$ cat src/rtl/exmem_pkg.sv
// rtl/exmem_pkg.sv - shared types and constants for the EX/MEM skid stage
package exmem_pkg;

  localparam int EXM_DATA_W = 32;
  localparam int EXM_REG_AW = 5;
  localparam int EXM_PC_W   = 32;

  // ALU control codes whose overflow is architecturally visible (signed add/sub)
  localparam logic [3:0] ALU_ADD = 4'b0000;
  localparam logic [3:0] ALU_SUB = 4'b0010;

  // Occupancy of the two-register skid buffer
  typedef enum logic [1:0] {
    ST_EMPTY = 2'd0,
    ST_ONE   = 2'd1,
    ST_TWO   = 2'd2
  } state_e;

  typedef struct packed {
    logic [EXM_DATA_W-1:0] result;
    logic                  zero;
    logic [EXM_REG_AW-1:0] rd;
    logic                  regwrite;
    logic                  memwrite;
    logic                  memtoreg;
    logic [EXM_DATA_W-1:0] store_data;
    logic [EXM_PC_W-1:0]   pc;
    logic                  exc;
  } entry_t;

  // Decode helper: signed add/sub trap on overflow, everything else does not
  function automatic logic alu_traps_ovf(input logic [3:0] alu_ctrl);
    return (alu_ctrl == ALU_ADD) || (alu_ctrl == ALU_SUB);
  endfunction

endpackage

$ cat src/rtl/exmem_entry_pack.sv
// rtl/exmem_entry_pack.sv - packs ALU outputs into an entry, converting trapping overflow to an exception
module exmem_entry_pack
  import exmem_pkg::*;
(
  input  logic [EXM_DATA_W-1:0] in_result,
  input  logic                  in_zero,
  input  logic                  in_overflow,
  input  logic                  in_trap_ovf,
  input  logic [EXM_REG_AW-1:0] in_rd,
  input  logic                  in_regwrite,
  input  logic                  in_memwrite,
  input  logic                  in_memtoreg,
  input  logic [EXM_DATA_W-1:0] in_store_data,
  input  logic [EXM_PC_W-1:0]   in_pc,
  output entry_t                entry
);

  // A trapping overflow keeps result/pc for EPC but must not write any architectural state
  always_comb begin
    entry            = '0;
    entry.result     = in_result;
    entry.zero       = in_zero;
    entry.rd         = in_rd;
    entry.regwrite   = in_regwrite;
    entry.memwrite   = in_memwrite;
    entry.memtoreg   = in_memtoreg;
    entry.store_data = in_store_data;
    entry.pc         = in_pc;
    entry.exc        = 1'b0;
    if (in_overflow && in_trap_ovf) begin
      entry.regwrite = 1'b0;
      entry.memwrite = 1'b0;
      entry.memtoreg = 1'b0;
      entry.exc      = 1'b1;
    end
  end

endmodule

$ cat src/rtl/ex_mem_skid.sv
// rtl/ex_mem_skid.sv - EX/MEM 2-entry skid buffer with overflow exception lock (optional FWD_EN forwarding port)
module ex_mem_skid
  import exmem_pkg::*;
#(
  parameter int DATA_W = EXM_DATA_W,
  parameter int REG_AW = EXM_REG_AW,
  parameter int PC_W   = EXM_PC_W
) (
  input  logic              clk,
  input  logic              rst_n,
  input  logic              in_valid,
  output logic              in_ready,
  input  logic [DATA_W-1:0] in_result,
  input  logic              in_zero,
  input  logic              in_overflow,
  input  logic              in_trap_ovf,
  input  logic [REG_AW-1:0] in_rd,
  input  logic              in_regwrite,
  input  logic              in_memwrite,
  input  logic              in_memtoreg,
  input  logic [DATA_W-1:0] in_store_data,
  input  logic [PC_W-1:0]   in_pc,
  input  logic              flush,
  output logic              out_valid,
  input  logic              out_ready,
  output logic [DATA_W-1:0] out_result,
  output logic              out_zero,
  output logic [REG_AW-1:0] out_rd,
  output logic              out_regwrite,
  output logic              out_memwrite,
  output logic              out_memtoreg,
  output logic [DATA_W-1:0] out_store_data,
  output logic [PC_W-1:0]   out_pc,
`ifdef FWD_EN
  output logic              fwd_valid,
  output logic [REG_AW-1:0] fwd_rd,
  output logic [DATA_W-1:0] fwd_data,
`endif
  output logic              out_exc
);

  entry_t in_entry, main_q, skid_q;
  state_e state_q, state_n;
  logic   exc_lock_q, exc_lock_n;
  logic   in_ready_q;
  logic   enq, deq;
  logic   load_main_in, load_main_skid, load_skid_in;

  exmem_entry_pack u_pack (
    .in_result     (in_result),
    .in_zero       (in_zero),
    .in_overflow   (in_overflow),
    .in_trap_ovf   (in_trap_ovf),
    .in_rd         (in_rd),
    .in_regwrite   (in_regwrite),
    .in_memwrite   (in_memwrite),
    .in_memtoreg   (in_memtoreg),
    .in_store_data (in_store_data),
    .in_pc         (in_pc),
    .entry         (in_entry)
  );

  assign in_ready  = in_ready_q;
  assign out_valid = (state_q != ST_EMPTY);
  assign enq       = in_valid && in_ready_q;
  assign deq       = out_valid && out_ready;

  // Next occupancy, which register loads from where, and the exception lock
  always_comb begin
    state_n        = state_q;
    exc_lock_n     = exc_lock_q;
    load_main_in   = 1'b0;
    load_main_skid = 1'b0;
    load_skid_in   = 1'b0;
    if (flush) begin
      state_n    = ST_EMPTY;
      exc_lock_n = 1'b0;
    end else begin
      if (enq && in_entry.exc) exc_lock_n = 1'b1;
      case (state_q)
        ST_EMPTY: begin
          if (enq) begin
            state_n      = ST_ONE;
            load_main_in = 1'b1;
          end
        end
        ST_ONE: begin
          if (enq && deq) begin
            load_main_in = 1'b1;
          end else if (enq) begin
            state_n      = ST_TWO;
            load_skid_in = 1'b1;
          end else if (deq) begin
            state_n = ST_EMPTY;
          end
        end
        ST_TWO: begin
          // in_ready is low here, so only a dequeue can happen
          if (deq) begin
            state_n        = ST_ONE;
            load_main_skid = 1'b1;
          end
        end
        default: state_n = ST_EMPTY;
      endcase
    end
  end

  // Occupancy, lock and a registered in_ready so out_ready never reaches the ALU combinationally
  always_ff @(posedge clk or negedge rst_n) begin
    if (!rst_n) begin
      state_q    <= ST_EMPTY;
      exc_lock_q <= 1'b0;
      in_ready_q <= 1'b0;
    end else begin
      state_q    <= state_n;
      exc_lock_q <= exc_lock_n;
      in_ready_q <= (state_n != ST_TWO) && !exc_lock_n;
    end
  end

  // Entry storage; flush leaves the data alone and only drops the valid state
  always_ff @(posedge clk or negedge rst_n) begin
    if (!rst_n) begin
      main_q <= '0;
      skid_q <= '0;
    end else begin
      if (load_main_in)        main_q <= in_entry;
      else if (load_main_skid) main_q <= skid_q;
      if (load_skid_in)        skid_q <= in_entry;
    end
  end

  assign out_result     = main_q.result;
  assign out_zero       = main_q.zero;
  assign out_rd         = main_q.rd;
  assign out_regwrite   = main_q.regwrite;
  assign out_memwrite   = main_q.memwrite;
  assign out_memtoreg   = main_q.memtoreg;
  assign out_store_data = main_q.store_data;
  assign out_pc         = main_q.pc;
  assign out_exc        = main_q.exc;

`ifdef FWD_EN
  assign fwd_valid = out_valid && main_q.regwrite && !main_q.memtoreg && (main_q.rd != '0);
  assign fwd_rd    = main_q.rd;
  assign fwd_data  = main_q.result;
`endif

endmodule

$ cat config.mk
export PLATFORM = sky130hd
export DESIGN_NAME = ex_mem_skid
export DESIGN_NICKNAME = d
export VERILOG_FILES = /design/src/rtl/exmem_pkg.sv /design/src/rtl/exmem_entry_pack.sv /design/src/rtl/ex_mem_skid.sv
export SDC_FILE = /design/constraint.sdc
export NUM_CORES = 1
export LEC_CHECK = 0
export CAP_MARGIN = 15
export CORE_MARGIN = 4
export CORE_UTILIZATION = 54
export CTS_BUF_LIST = sky130_fd_sc_hd__clkbuf_16
export DETAILED_ROUTE_END_ITERATION = 8
export GPL_ROUTABILITY_DRIVEN = 0
export GPL_TIMING_DRIVEN = 0
export PLACE_DENSITY = 0.88
export SETUP_SLACK_MARGIN = 0.4
export SLEW_MARGIN = 0
export SYNTH_ARGS = -nofsm -noshare
export SYNTH_HDL_FRONTEND = slang
export SYNTH_HIERARCHICAL = 1
export SYNTH_SLANG_ARGS = --single-unit
$ cat constraint.sdc
create_clock -name clk -period 2.7 [get_ports clk]
set_input_delay 0.54 -clock clk [delete_from_list [all_inputs] [get_ports clk]]
set_output_delay 0.54 -clock clk [all_outputs]
set_load 0.1 [all_outputs]
==> results.md, run 1 <==
* Status: completed
* GRT overflow at 0
* Vias per cell at 5.63
* Die height at 141 µm
* Cell count after synthesis at 705
* First-pass GRT wire length at 35,500 µm
* Port Buf Inserts at 117
* IO Pins at 220
* Post-synth top cells: dfrtp_1, and2_1, a221o_1, buf_4, mux2_2
* Core Util, Final at 0.666
* Nets at 960
* Hold_buf cts at 0
* CP delay by family, top: buffers and inverters
* Critical-path top delay cell: dlygate4sd2_1
* Clock Tree Root: clkbuf_16
* RSZ-0062 raised after global routing: no
* Slew HR at 0.327
* Max-slew violations at 0
* Reg clk slew, reported paths at 0.06 ns
* Yosys warns at 6
* Routed len/inst at 19.8 µm
* Worst-path fanout max at 2
* CP Capture Type: output port
* Clock Skew at 0.00911 ns
* Hpwl dp at 15,100 µm
* Syn nets at 817
* Number of detailed-route iterations in the first pass at 4
* #FFs+latches synth at 216
* Antenna cells at 0
* Antenna violations before repair at 1
* Buf+Inv Stages, Crit Path at 1
* Final min period at 2.27 ns
* Tot GR Track Use at 0.220
* Core area at 0.0173 mm²
* Area Growth Syn to Fin at 21.2%
* Share of layout cells above drive strength 1 at 0.334
* Via count at 6,112
* DRC viols at 0
* Total wire length at 21,600 µm
* Crit-path max cell delay at 0.89 ns
* CTS tree: built
* CP startpoint kind: flop
* Hold Crit Class: in -> async
* Avg Inst Size Synth at 13.5 µm²
* H-tree lvl count at 1
* Most common cell in the netlist: dfrtp_1
* Post-synth EDFFs at 0
* Total CTS buffers at 23
* Worst-margin pin slew at 1.01 ns
* FMAX at 0.441 GHz
* Synth Cell Area at 0.00950 mm²
* Post-synth top area cell: dfrtp_1
* Pin count of the biggest net entering global routing at 121
* Post-synthesis sequential area ratio at 0.569
* Synth cell types at 25
* VDD IR-drop max at 0.718 mV
* Pleak at 5.48 nW
* Initial Util at 0.549
* Hold Violations, Final at 0
* Setup WS post-layout at 0.431 ns
* Setup WS pre-CTS at -0.116 ns
* Sink Count at 216
* Fin crit share at 0.840
* # setup viols final at 0
* Total Negative Setup Slacks at 0 ns
* Latest clock arrival within the worst-skew pair at 0.50 ns
* Pwr dens at 996 mW/mm²
* Total Die Area at 0.0198 mm²
* Asr flop ratio synth at 1.00
* CTS Buffer Depth at 3
* Synth area leaders: dfrtp_1, mux2_2, a221o_1, buf_4, and2_1
* Row Count at 48
* Sequence of cells on the critical path: dlygate4sd2_1
* Max-cap violations at 0
* Critical Path AT at 1.73 ns
* Worst EP required at 2.16 ns
* 1st-iter DRT viols at 255
* Detail Route Antenna Nets at 0
* Die X at 141 µm
* Top FF cell, synth: dfrtp_1
* Vias in the first global route at 6,596
* Critical path class: reg -> out
* Fill count at 1,289
* Post-synth top area share at 0.569
## layer usage
metal / up-vias / track usage / part of all wire
li1: 2732 / - / -
met1: 3119 / 0.282 / 0.40
met2: 217 / 0.362 / 0.49
met3: 42 / 0.0746 / 0.095
met4: 2 / 0.0571 / 0.020
met5: - / 0 / 0.00060
## registers in the layout (all words and copies together), names as in the netlist
signal,cells
in_ready,1
out_store_data,32
out_regwrite,1
out_memwrite,1
out_pc,32
out_rd,5
state_q,2
out_exc,1
exc_lock_q,1
skid_q,106
out_memtoreg,1
out_zero,1
out_result,32
## cell families after synthesis
group,Yosys count,synth area share
simple gates,120,0.0806
compound gates,114,0.118
buf+inv,149,0.107
mux,106,0.126
flops,216,0.569
## worst paths after layout
check	endpoint	startpoint	slack [ns]	cells after the start
max	out_result[10]	out_result[10]$_DFFE_PN0P_	0.43	1
max reg2reg	skid_q[76]$_DFFE_PN0P_	state_q[1]$_DFF_PN0_	0.69	5
max in group asynchronous	out_pc[12]$_DFFE_PN0P_	rst_n	1.64	2
min	skid_q[60]$_DFFE_PN0P_	rst_n	0.03	1
min in group clk	out_pc[16]$_DFFE_PN0P_	in_pc[16]	0.28	2
min reg2reg	skid_q[33]$_DFFE_PN0P_	skid_q[33]$_DFFE_PN0P_	0.49	1
## area by class of cell
| type | instances | area (µm²) | area share |
|---|---|---|---|
| multi-input combinational | 340 | 3090 | 0.268 |
| clock inverter | 15 | 90.1 | 0.00782 |
| timing repair buffer | 118 | 1060 | 0.0917 |
| buffer | 148 | 1020 | 0.0882 |
| inverter | 1 | 3.75 | 0.000326 |
| sequential | 216 | 5410 | 0.469 |
| tap | 225 | 282 | 0.0244 |
| clock buffer | 23 | 576 | 0.0500 |
## layout by cell type, fill, tap and decap left out
cell and count:
dfrtp_1 216, and2_1 107, buf_4 106, a221o_1 106, mux2_2 106, clkdlybuf4s15_1 48, dlygate4sd2_1 39, clkbuf_16 23
clkbuf_1 22, clkbuf_2 20, buf_2 14, clkdlybuf4s50_1 8, buf_6 6, clkinv_1 6, inv_1 5, clkinv_2 3
a21boi_0 3, a211oi_1 2, nand2b_1 2, nor2_1 2, nor2b_1 1, and3_1 1, o21ai_0 1, nor4b_1 1
nand4b_1 1, a31oi_1 1, and4bb_4 1, and4bb_1 1, a21oi_4 1, nand2_2 1, or2_2 1, clkinvlp_4 1
bufinv_16 1, buf_8 1, buf_16 1, clkdlybuf4s15_2 1, and2_2 1
## report_power, final
group	switching (mW)	leakage [nW]	internal, mW
combinational	3.06	2.46	1.08
clock	1.21	0.340	1.63
sequential	0.425	2.68	4.06
total	4.70	5.48	6.77
## what timing repair did
item | 4_1_cts | 5_1_grt
resized for setup | 124 | 76
hold endpoints to repair | 0 | 0
endpoints found under the setup margin | 133 | 160
buffers inserted | 0 | 0
## metrics by stage
| stage | total power, mW | hold WS [ns] | instance area (µm²) | std cells |
|---|---|---|---|---|
| floorplan | 7.79 | 0.244 | 9500 | 705 |
| global placement | 8.79 | 0.477 | 11000 | 1047 |
| detailed placement | 8.91 | 0.484 | 11000 | 1048 |
| CTS | 11.5 | 0.0835 | 11500 | 1086 |
| global route | 11.9 | 0.110 | 11500 | 1086 |
| finish | 11.5 | 0.0327 | 11500 | 1086 |
Power figures use the tool's default switching activity.
==> run 2, diff against run 1 <==
--- a/config.mk
+++ b/config.mk
@@ -7,12 +7,12 @@
 export LEC_CHECK = 0
 export CAP_MARGIN = 15
 export CORE_MARGIN = 4
-export CORE_UTILIZATION = 54
+export CORE_UTILIZATION = 45
 export CTS_BUF_LIST = sky130_fd_sc_hd__clkbuf_16
 export DETAILED_ROUTE_END_ITERATION = 8
 export GPL_ROUTABILITY_DRIVEN = 0
 export GPL_TIMING_DRIVEN = 0
-export PLACE_DENSITY = 0.88
+export PLACE_DENSITY = 0.79
 export SETUP_SLACK_MARGIN = 0.4
 export SLEW_MARGIN = 0
 export SYNTH_ARGS = -nofsm -noshare
==> constraint.sdc (replaced) <==
create_clock -name clk -period 1.8 [get_ports clk]
set_input_delay 0.36 -clock clk [delete_from_list [all_inputs] [get_ports clk]]
set_output_delay 0.36 -clock clk [all_outputs]
set_load 0.1 [all_outputs]
==> run 2 against run 1 <==
Net effect: the run now ends with hold timing left; via count is 7.5% higher; utilization is 1.8 points higher; worst setup slack worse by 0.40 ns; clock power is 54% higher; combinational power is 100% higher; final area is 22% higher.
==> results.md, run 2 (synthesis results as in run 1) <==
* Via count at 6,571 (+7.5%)
* VDD IR-drop max at 1.06 mV (+48%)
* DRC viols at 0 (unchanged)
* Worst-margin pin slew at 0.768 ns (-0.245 ns)
* Port Buf Inserts at 117 (unchanged)
* Worst-path fanout max at 7 (+5)
* R2R cell count at 6 (+1)
* Core area at 0.0205 mm² (+18%)
* Sink Count at 216 (unchanged)
* Highest metal used: met5
* Routed len/inst at 20.6 µm (+3.7%)
* Worst EP required at 2.16 ns (about the same)
* Reg clk slew, reported paths at 0.06 ns (about the same)
* Critical Path AT at 2.13 ns (+0.40 ns)
* Fin crit share at 0.980
* # setup viols final at 0 (unchanged)
* Pleak at 6.63 nW (+21%)
* # placed instances at 1,093 (+4.3%)
* Violated checks: hold timing
* Die height at 153 µm (+9.0%)
* Metal2 WL at 12,800 µm (+22%)
* RSZ-0062 raised after global routing: yes
* Status: finished, violations left
* Largest Register: skid_q
* Initial Util at 0.464 (-0.0857)
* Antenna cells at 0 (unchanged)
* Max-slew violations at 0 (unchanged)
* Hold Crit Class: in -> async
* Slew HR at 0.488 (+0.160)
* Antenna violations before repair at 1 (unchanged)
* Pin count of the biggest net entering global routing at 119 (-1.7%)
* First-pass GRT wire length at 39,700 µm (+12%)
* Row Count at 52 (+8.3%)
* Total wire length at 25,300 µm (+17%)
* Share of layout cells above drive strength 1 at 0.522 (+0.187)
* Tot GR Track Use at 0.207 (-0.0131)
* CTS tree: built
* Hpwl dp at 14,700 µm (-2.7%)
* Latest clock arrival within the worst-skew pair at 0.51 ns (about the same)
* Largest register FFs at 106 (unchanged)
* 1st-iter DRT viols at 308 (+21%)
* Hold Violations, Final at 98 (+98)
* Number of detailed-route iterations in the first pass at 5 (+1)
* H-tree lvl count at 1 (unchanged)
* Critical path class: reg -> reg
* Max-cap violations at 0 (unchanged)
* Hold Slack at -0.140 ns (-0.172 ns)
* Clock Skew at 0.0250 ns (+0.0159 ns)
* Final Instance Count excl. Fillers at 1,228 (+13%)
* Area Growth Syn to Fin at 47.4%
* CP Capture Type: flop
* Commonest non-fill, non-tap cell in the layout: dfrtp_1
* Final min period at 1.76 ns
* Nets at 1,057 (+10%)
* Detail Route Antenna Nets at 0 (unchanged)
* DRT met1 WL at 10,200 µm (+19%)
* FMAX at 0.567 GHz
* Clock Tree Root: clkbuf_16
* CP startpoint kind: flop
* Vias in the first global route at 7,185 (+8.9%)
* Total CTS buffers at 22 (-4.3%)
* IO Pins at 220 (unchanged)
* Most frequent cells in the layout: dfrtp_1, buf_4, buf_12
* WL met3 at 1900 µm (-6.8%)
* CTS Buffer Depth at 3 (unchanged)
* GRT overflow at 0 (unchanged)
* Vias per cell at 5.35 (-4.9%)
* Total Die Area at 0.0235 mm² (+19%)
* Die X at 153 µm (+9.0%)
* Pwr dens at 1410 mW/mm² (+41%)
-- run 2: layout make-up --
class	instances	area (µm²)
clock buffer	22	551
timing repair buffer	216	3210
sequential	216	5410
fill	1348	6490
buffer	148	1260
clock inverter	15	129
inverter	1	3.75
tap	270	338
multi-input combinational	340	3110
-- run 2: what timing repair did --
item                                   in CTS  in global routing
gates cloned                                1                  6
endpoints found under the hold margin      98                 76
setup endpoints to repair                 320                320
setup buffers                              69                 22
pin swaps                                   9                 49
gates resized for setup                  1008                 79
-- run 2: path summary, 6_finish.rpt --
| path | start | slack [ns] | to |
|---|---|---|---|
| worst min-delay path | rst_n | -0.14 | out_result[1]$_DFFE_PN0P_ |
| worst max register to register | in_ready$_DFF_PN0_ | 0.04 | out_result[1]$_DFFE_PN0P_ |
| max in group asynchronous | rst_n | 0.90 | skid_q[17]$_DFFE_PN0P_ |
| worst max-delay path | in_ready$_DFF_PN0_ | 0.04 | out_result[1]$_DFFE_PN0P_ |
| worst min register to register | skid_q[76]$_DFFE_PN0P_ | 0.49 | skid_q[76]$_DFFE_PN0P_ |
| min in group clk | in_pc[5] | 0.09 | out_pc[5]$_DFFE_PN0P_ |
-- run 2: routing by layer --
metal	track usage	vias to the layer above
met1	0.258	3356
li1	-	2942
met3	0.0608	31
met5	0	-
met2	0.360	240
met4	0.0412	2
-- run 2: power by group --
part | total [mW] | switching (mW) | leakage [nW] | internal (mW)
combinational | 8.36 | 4.82 | 3.59 | 3.54
sequential | 7.00 | 0.915 | 2.68 | 6.09
clock | 4.36 | 1.86 | 0.357 | 2.50
-- run 2: critical path: stages (launching register included) --
cell and delay (ns):
dfrtp_4 0.49, and4bb_4 0.23, and2_4 0.15, buf_8 0.13, buf_12 0.14, buf_8 0.13, a221o_1 0.34
-- run 2: per-stage QoR --
stage                     TNS (ns)  total power [mW]  instance area [µm²]   util  setup slack [ns]
after CTS                        0              19.6                13500  0.661            0.0666
after floorplan                  0              11.7                 9550      -           0.00622
final                            0              19.7                14000  0.684            0.0355
after detailed placement   -148.22              13.3                11100  0.541            -0.886
after global placement    -2010.97              13.2                11100  0.540            -10.15
after global routing             0              20.4                14000  0.684           0.00184
